`src/rtl/full_adder_cell.sv`:
```
// Parameterised ripple-carry adder with a combinational result and a one-cycle registered result.
// Define FULL_ADDER_GP_EN to expose per-bit and block-level generate/propagate terms.
module full_adder_cell #(
    parameter int WIDTH = 1
) (
    input  logic             clk,
    input  logic             rst_n,
    input  logic [WIDTH-1:0] a,
    input  logic [WIDTH-1:0] b,
    input  logic             cin,
    output logic [WIDTH-1:0] sum,
    output logic             cout,
    output logic             ovf,
    input  logic             in_valid,
    output logic [WIDTH-1:0] sum_q,
    output logic             cout_q,
    output logic             ovf_q,
    output logic             out_valid
`ifdef FULL_ADDER_GP_EN
    ,
    output logic [WIDTH-1:0] g,
    output logic [WIDTH-1:0] p,
    output logic             gg,
    output logic             pg
`endif
);

    logic [WIDTH:0] c;

    assign c[0] = cin;

    // One classic full-adder cell per bit; gate-level form keeps X confined to affected bits.
    genvar gi;
    generate
        for (gi = 0; gi < WIDTH; gi = gi + 1) begin : g_bit
            assign sum[gi]  = a[gi] ^ b[gi] ^ c[gi];
            assign c[gi+1]  = (a[gi] & b[gi]) | (a[gi] & c[gi]) | (b[gi] & c[gi]);
        end
    endgenerate

    assign cout = c[WIDTH];
    assign ovf  = c[WIDTH] ^ c[WIDTH-1];

`ifdef FULL_ADDER_GP_EN
    // Second carry chain with a forced-zero carry-in gives the block generate term.
    logic [WIDTH:0] gc;

    assign gc[0] = 1'b0;

    generate
        for (gi = 0; gi < WIDTH; gi = gi + 1) begin : g_gp
            assign g[gi]    = a[gi] & b[gi];
            assign p[gi]    = a[gi] ^ b[gi];
            assign gc[gi+1] = g[gi] | (p[gi] & gc[gi]);
        end
    endgenerate

    assign pg = &p;
    assign gg = gc[WIDTH];
`endif

    always_ff @(posedge clk or negedge rst_n) begin
        if (!rst_n) begin
            sum_q     <= '0;
            cout_q    <= 1'b0;
            ovf_q     <= 1'b0;
            out_valid <= 1'b0;
        end else begin
            out_valid <= in_valid;
            if (in_valid) begin
                sum_q  <= sum;
                cout_q <= cout;
                ovf_q  <= ovf;
            end
        end
    end

endmodule

```
`config.mk`:
```
export PLATFORM = sky130hd
export DESIGN_NAME = full_adder_cell
export DESIGN_NICKNAME = d
export VERILOG_FILES = /design/src/rtl/full_adder_cell.sv
export SDC_FILE = /design/constraint.sdc
export NUM_CORES = 1
export LEC_CHECK = 0
export ABC_AREA = 0
export BUFFER_PORTS_ARGS = -buffer_cell sky130_fd_sc_hd__buf_2
export CORE_AREA = 2 2 39 41
export CTS_BUF_LIST = sky130_fd_sc_hd__clkbuf_4 sky130_fd_sc_hd__clkbuf_8
export DETAILED_ROUTE_END_ITERATION = 16
export DIE_AREA = 0 0 41 43
export HOLD_SLACK_MARGIN = 0.12
export PLACE_DENSITY = 0.4
export SLEW_MARGIN = 20
export SYNTH_ARGS = -nofsm -noshare
export SYNTH_HDL_FRONTEND = slang
export SYNTH_SLANG_ARGS = --single-unit
```
`constraint.sdc`:
```
create_clock -name clk -period 0.89 [get_ports clk]
set_input_delay 0.089 -clock clk [delete_from_list [all_inputs] [get_ports clk]]
set_output_delay 0.089 -clock clk [all_outputs]
set_load 0.02 [all_outputs]
```
==> results of run 1 <==
[cells by family after synthesis]
family	after synthesis	share of synthesized area, %
DFF	4	60.2
muxes	3	22.6
xor gates and xnor gates	1	5.26
adders and majority gates	1	12.0
[flip-flops by register name, summed over array words and instances (netlist names)]
signal and count:
out_valid 1, cout_q 1, ovf_q 1, sum_q 1
[final cells by class]
class | instances | area [um^2] | share of cell area (%)
clock buffers | 3 | 22.5 | 5.92
multi-input cells | 5 | 95.1 | 25.0
flip-flops and latches | 4 | 100 | 26.3
well taps | 16 | 20.0 | 5.26
repair buffers | 18 | 143 | 37.5
[cell usage in the layout, fill, tap and decap left out]
| cell | n |
|---|---|
| dfrtp_1 | 4 |
| fa_2 | 1 |
| clkbuf_4 | 3 |
| buf_4 | 2 |
| buf_6 | 6 |
| xor2_4 | 1 |
| mux2_4 | 3 |
| dlygate4sd3_1 | 2 |
| buf_2 | 8 |
[critical path, cell delays in order]
cell and delay [ps]:
buf_6 90, fa_2 430, xor2_4 170, buf_6 130
[power breakdown]
part           switching (mW)  internal (mW)
clock network          0.0656          0.150
registers              0.0156          0.208
logic                   0.110          0.144
[what timing repair did]
action | in CTS | in global routing
hold buffers | 2 | 0
setup buffers | 1 | 1
pin swaps | 1 | 0
endpoints found under the hold margin | 5 | 0
setup endpoints to repair | 5 | 7
resized for setup | 5 | 5
[through the flow]
| stage | util, % | setup TNS [ps] |
|---|---|---|
| global placement | 20.7 | -1100 |
| global route | 27.5 | -497 |
| floorplan | - | -478 |
| detailed placement | 20.7 | -1160 |
| CTS | 25.7 | -305 |
| finish | 27.5 | -388 |
[how the worst max path moves through the flow]
stage | end | slack [ps] | cells past startpoint
global placement | ovf_q | -300 | 4
CTS | ovf | -130 | 4
detailed placement | ovf_q | -310 | 4
floorplan | ovf_q | -270 | 3
finish | ovf | -120 | 4
global route | ovf | -150 | 4
[per-layer routing]
metal | GRT usage, % | routed length (um)
met3 | 4.71 | 88
met4 | 10.0 | 29
met2 | 7.81 | 161
met1 | 6.17 | 141
met5 | 0 | 0
==> reports/metrics.yaml, run 1 <==
sta:
  min_period_ps: 1010
  worst_hold_slack_ps: 187
  drv_slew: 0
  fin_skew_ps: 0
  period_share_pct: 113
  layout_setup_ws_ps: -119
  tightest_slew_ps: 132
  rsz0062_at_grt: "yes"
  clock.fmax_mhz: 992
  slew_headroom_pct: 91.2
  finalHoldViolCount: 0
  setup_viol_count_final: 5
power:
  fin_total_pwr_mw: 0.693
  irDropWorstVdd_mv: 0.449
  p_leak_nw: 0.185
  power_density_nw_per_um2: 1820
clocking:
  numClockSinks: 4
  numCtsBuffers: 3
  h-tree-depth: 1
  root_buffer: "clkbuf_4"
  insertion_delay_ps: 230
  cts_tree: "yes"
  cts_buffer_depth: 2
  path_clk_slew_ps: 30
yosys:
  netlist_area_um2: 166
  synth_nets: 16
  yosysTopAreaCell: "dfrtp_1"
  synth_top_area_share_pct: 60.2
  seq_area_frac_synth_pct: 60.2
  synth_cell_type_count: 5
  async_reset_ff_share_pct: 100
  ys_ff_latch: 4
  syn_avg_cell_area_um2: 18.5
  synthTopCellsByCount: "dfrtp_1, mux2_2, fa_1, mux2_4, xor2_1"
  synth_edf_count: 0
  yosysMostFrequentCell: "dfrtp_1"
  synthCells: 9
  ys.flop_type: "dfrtp_1"
  synth_area_leaders: "dfrtp_1, mux2_2, fa_1, mux2_4, xor2_1"
  synth_warnings: 0
global_route:
  overflow: 0
  grt_use_total_pct: 6.85
  grt_pass1_vias: 182
  grt_start_max_net_pins: 5
  antenna_found_initial: 0
  grt_pass1_wl_um: 690
critical_path:
  r2r.worst_path.cells: 1
  reg2reg_to: "sum_q"
  worst_setup_path_end_kind: "output port"
  required_ps: 800
  startpoint_type: "primary input"
  path_class: "primary input to output port"
  crit_fanout: 3
  r2r-start: "sum_q"
  crit_path_start: "a"
  crit_arrival_ps: 920
  reg2reg_slack_ps: 120
layout:
  design_area_um2: 380
  drive_above_1_share_pct: 80.0
  antennaDiodeCount: 0
  fillers: 148
  fin_nets: 39
  syn2layout_area_growth_pct: 129
  instances_no_fill: 46
drt:
  drcViolationCount: 0
  ant_nets: 0
  vias: 159
  via_per_inst: 3.46
  drt_first_pass_iters: 1
  drt_iter0_drc: 0
  post_drt_wl_per_cell_um: 9.15
  routed_wl_um: 421
placed_design:
  dp_cells: 39
  gp_congestion: 0.482
  portBuffers: 12
  place_ws_ps: -312
  placed_cell_area_um2: 287
die:
  die_w_um: 41
  ios: 13
  start_util_pct: 12.0
  die_area_um2: 1760
  die_h_um: 43
  placementRows: 14
  core-area_um2: 1380
outcome:
  outcome: "complete, but fails checks"
  violations: "negative setup slack"
hold_path:
  hold_path.class: "primary input to async pin"
flow_run:
  drv_cap: 0
No activity file was read; power rests on OpenSTA's default activity.
==> inputs of run 2 (changes only) <==
--- a/config.mk
+++ b/config.mk
@@ -13,6 +13,7 @@
 export DIE_AREA = 0 0 41 43
 export HOLD_SLACK_MARGIN = 0.12
 export PLACE_DENSITY = 0.4
+export SKIP_CTS_REPAIR_TIMING = 1
 export SLEW_MARGIN = 20
 export SYNTH_ARGS = -nofsm -noshare
 export SYNTH_HDL_FRONTEND = slang
==> reports/metrics.yaml, run 2 (same netlist as run 1, synthesis figures left out) <==
die:
  ios: 13
  placementRows: 14
  die_area_um2: 1760
  start_util_pct: 12.0
  core-area_um2: 1380
  die_h_um: 43
  die_w_um: 41
critical_path:
  worstPathBufferInverterCount: 2
  path_cells: "buf_6, fa_2, xor2_4, buf_6"
  reg2reg_slack_ps: 120
  cp_common_cell: "buf_6"
  worst_setup_path_end_kind: "output port"
  r2r-start: "sum_q"
  crit_arrival_ps: 920
  reg2reg_to: "sum_q"
  required_ps: 800
  path_class: "primary input to output port"
  cp_slowest_cell: "fa_2"
  r2r.worst_path.cells: 1
  path_delay_family: "adder cells"
  startpoint_type: "primary input"
  slowest_delay_ps: 430
  crit_fanout: 3
clocking:
  cts_tree: "yes"
  insertion_delay_ps: 230
  numCtsBuffers: 3
  h-tree-depth: 1
  cts_buffer_depth: 2
  numClockSinks: 4
  root_buffer: "clkbuf_4"
  path_clk_slew_ps: 30
power:
  seq_power_share_pct: 32.6
  irDropWorstVdd_mv: 0.438
  swShare_pct: 27.7
  power_density_nw_per_um2: 1820
  p_leak_nw: 0.184
  comb_power_share_pct: 36.0
  p_int_mw: 0.497
  p_clk_share_pct: 31.4
  p_sw_mw: 0.190
layout:
  instances_no_fill: 46
  final_cell_mix: "buf_2, buf_6, dfrtp_1"
  antennaDiodeCount: 0
  fin_nets: 39
  layout.cells.most_common: "buf_2"
  seq_area_um2: 100
  multi_input_area_um2: 95.1
  fillers: 150
  syn2layout_area_growth_pct: 126
  drive_above_1_share_pct: 80.0
hold_path:
  hold_path.class: "primary input to async pin"
global_route:
  overflow: 0
  grt_use_total_pct: 6.55
  grt_start_max_net_pins: 5
  grt_pass1_vias: 168
  grt_pass1_wl_um: 655
  antenna_found_initial: 0
sta:
  drv_slew: 0
  finalSetupTns_ps: -375
  fin_skew_ps: 0
  finalHoldViolCount: 0
  tightest_slew_ps: 133
  rsz0062_at_grt: "yes"
  layout_setup_ws_ps: -118
  clock.fmax_mhz: 992
  slew_headroom_pct: 91.1
  setup_viol_count_final: 5
  period_share_pct: 113
  min_period_ps: 1010
placed_design:
  gp_congestion: 0.482
  portBuffers: 12
  dp_cells: 39
flow_run:
  drv_cap: 0
drt:
  routed_wl_um: 423
  via_per_inst: 3.48
  drt_first_pass_iters: 1
  drt_iter0_drc: 0
  ant_nets: 0
  post_drt_wl_per_cell_um: 9.20
  drcViolationCount: 0
  vias: 160
outcome:
  outcome: "complete, but fails checks"
  violations: "negative setup slack"
[run 2: cell types whose count changed in the layout (fill, tap and decap cells not counted)]
cell	previous run	this run
buf_4	2	3
buf_6	6	5
[run 2: per-layer routing]
layer / global-route usage (%) / share of wire (%) / vias up
met5: 0 / 0 / -
met4: 10.0 / 6.9 / 0
met3: 3.66 / 22 / 4
met2: 7.81 / 38 / 15
met1: 5.84 / 33 / 69
li1: - / - / 72
[run 2: how the worst max path moves through the flow]
stage | to | from | cells past startpoint | slack, ps
after floorplan | ovf_q | cin | 3 | -270
after global placement | ovf_q | cin | 4 | -300
after detailed placement | ovf_q | cin | 4 | -310
after CTS | ovf | cin | 4 | -190
after global routing | ovf | a | 4 | -150
final | ovf | a | 4 | -120
[run 2: through the flow]
| step | setup WS [ps] | util (%) | hold slack, ps | total power [mW] | instance area, um^2 |
|---|---|---|---|---|---|
| detailed placement | -312 | 20.7 | -103 | 0.415 | 287 |
| CTS | -192 | 22.3 | -352 | 0.642 | 309 |
| finish | -118 | 27.2 | 187 | 0.687 | 377 |
| floorplan | -273 | - | -207 | 0.339 | 191 |
| global placement | -300 | 20.7 | -107 | 0.412 | 287 |
| global route | -147 | 27.2 | 183 | 0.740 | 377 |
[run 2: power by group through the flow]
stage,Combinational (mW),Sequential [mW],Clock [mW]
floorplan,0.0852,0.254,0
global placement,0.190,0.222,0
detailed placement,0.192,0.223,0
CTS,0.192,0.221,0.229
global route,0.270,0.228,0.242
finish,0.247,0.224,0.216
[run 2: layout make-up]
cell class              instances  share of cell area, %
clock buffers                   3                   5.98
flip-flops and latches          4                   26.6
repair buffers                 18                   36.9
multi-input cells               5                   25.2
well taps                      16                   5.32
==> inputs of run 3 (changes only) <==
--- a/config.mk
+++ b/config.mk
@@ -13,6 +13,7 @@
 export DIE_AREA = 0 0 41 43
 export HOLD_SLACK_MARGIN = 0.12
 export PLACE_DENSITY = 0.4
+export RECOVER_POWER = 25
 export SKIP_CTS_REPAIR_TIMING = 1
 export SLEW_MARGIN = 20
 export SYNTH_ARGS = -nofsm -noshare
==> reports/metrics.yaml, run 3 (same netlist as run 1, synthesis figures left out) <==
outcome:
  outcome: "complete, but fails checks"
  violations: "negative setup slack"
sta:
  drv_slew: 0
  rsz0062_at_grt: "yes"
  fin_skew_ps: 0
  period_share_pct: 113
  setup_viol_count_final: 5
  finalSetupTns_ps: -375
  layout_setup_ws_ps: -118
  worst_hold_slack_ps: 187
  clock.fmax_mhz: 992
  slew_headroom_pct: 86.1
  finalHoldViolCount: 0
  min_period_ps: 1010
  tightest_slew_ps: 209
drt:
  drcViolationCount: 0
  post_drt_wl_per_cell_um: 9.15
  via_per_inst: 3.48
  routed_wl_um: 421
  drt_first_pass_iters: 1
  vias: 160
  drt_iter0_drc: 0
  ant_nets: 0
clocking:
  numClockSinks: 4
  h-tree-depth: 1
  path_clk_slew_ps: 30
  cts_buffer_depth: 2
  cts_tree: "yes"
  insertion_delay_ps: 230
  numCtsBuffers: 3
  root_buffer: "clkbuf_4"
layout:
  final_core_util_pct: 27.1
  layout.cells.most_common: "buf_2"
  antennaDiodeCount: 0
  fin_nets: 39
  drive_above_1_share_pct: 76.7
  instances_no_fill: 46
  syn2layout_area_growth_pct: 126
  final_cell_mix: "buf_2, buf_6, dfrtp_1"
  fillers: 151
  design_area_um2: 375
die:
  core-area_um2: 1380
  die_h_um: 43
  ios: 13
  start_util_pct: 12.0
  placementRows: 14
  die_w_um: 41
  die_area_um2: 1760
critical_path:
  path_cells: "buf_6, fa_2, xor2_4, buf_6"
  slowest_delay_ps: 430
  path_class: "primary input to output port"
  startpoint_type: "primary input"
  cp_common_cell: "buf_6"
  reg2reg_slack_ps: 120
  worstPathBufferInverterCount: 2
  crit_arrival_ps: 920
  required_ps: 800
  cp_slowest_cell: "fa_2"
  path_delay_family: "adder cells"
  crit_fanout: 3
  worst_setup_path_end_kind: "output port"
placed_design:
  place_ws_ps: -312
  placed_cell_area_um2: 287
  dp_cells: 39
  gp_congestion: 0.482
  portBuffers: 12
global_route:
  grt_use_total_pct: 6.55
  overflow: 0
  antenna_found_initial: 0
  grt_pass1_vias: 168
  grt_start_max_net_pins: 5
  grt_pass1_wl_um: 655
power:
  p_leak_nw: 0.181
  power_density_nw_per_um2: 1830
  fin_total_pwr_mw: 0.686
  irDropWorstVdd_mv: 0.438
flow_run:
  drv_cap: 0
hold_path:
  hold_path.class: "primary input to register"
-- run 3: changes by cell type in the layout (fill, tap and decap cells not counted), sizes merged --
cell	previous run	this run
buf	16	15
clkbuf	3	4
-- run 3: worst paths after layout --
check	start	endpoint	cells past startpoint
hold / removal	in_valid	sum_q	2
setup reg to reg	sum_q	sum_q	1
min in group asynchronous	rst_n	sum_q	2
setup / recovery	a	ovf	4
max in group asynchronous	rst_n	ovf_q	2
hold reg to reg	cout_q	cout_q	1
-- run 3: report_power, final --
part	internal, mW	total (mW)	switching (mW)
Combinational	0.138	0.247	0.109
Sequential	0.208	0.224	0.0156
Clock	0.150	0.216	0.0657
Total	0.496	0.686	0.190
-- run 3: area by class of cell --
cell class / instances / area [um^2] / area share [%]
repair buffers: 18 / 138 / 36.7
flip-flops and latches: 4 / 100 / 26.7
multi-input cells: 5 / 95.1 / 25.3
clock buffers: 3 / 22.5 / 6.00
well taps: 16 / 20.0 / 5.33
-- run 3: per-layer routing --
metal	vias to the layer above	wire, um	part of all wire, %	track usage, %
met5	-	0	0	0
met4	0	29	6.9	10.0
met3	4	94	22	3.66
met2	15	161	38	7.81
met1	69	136	32	5.84
li1	72	-	-	-
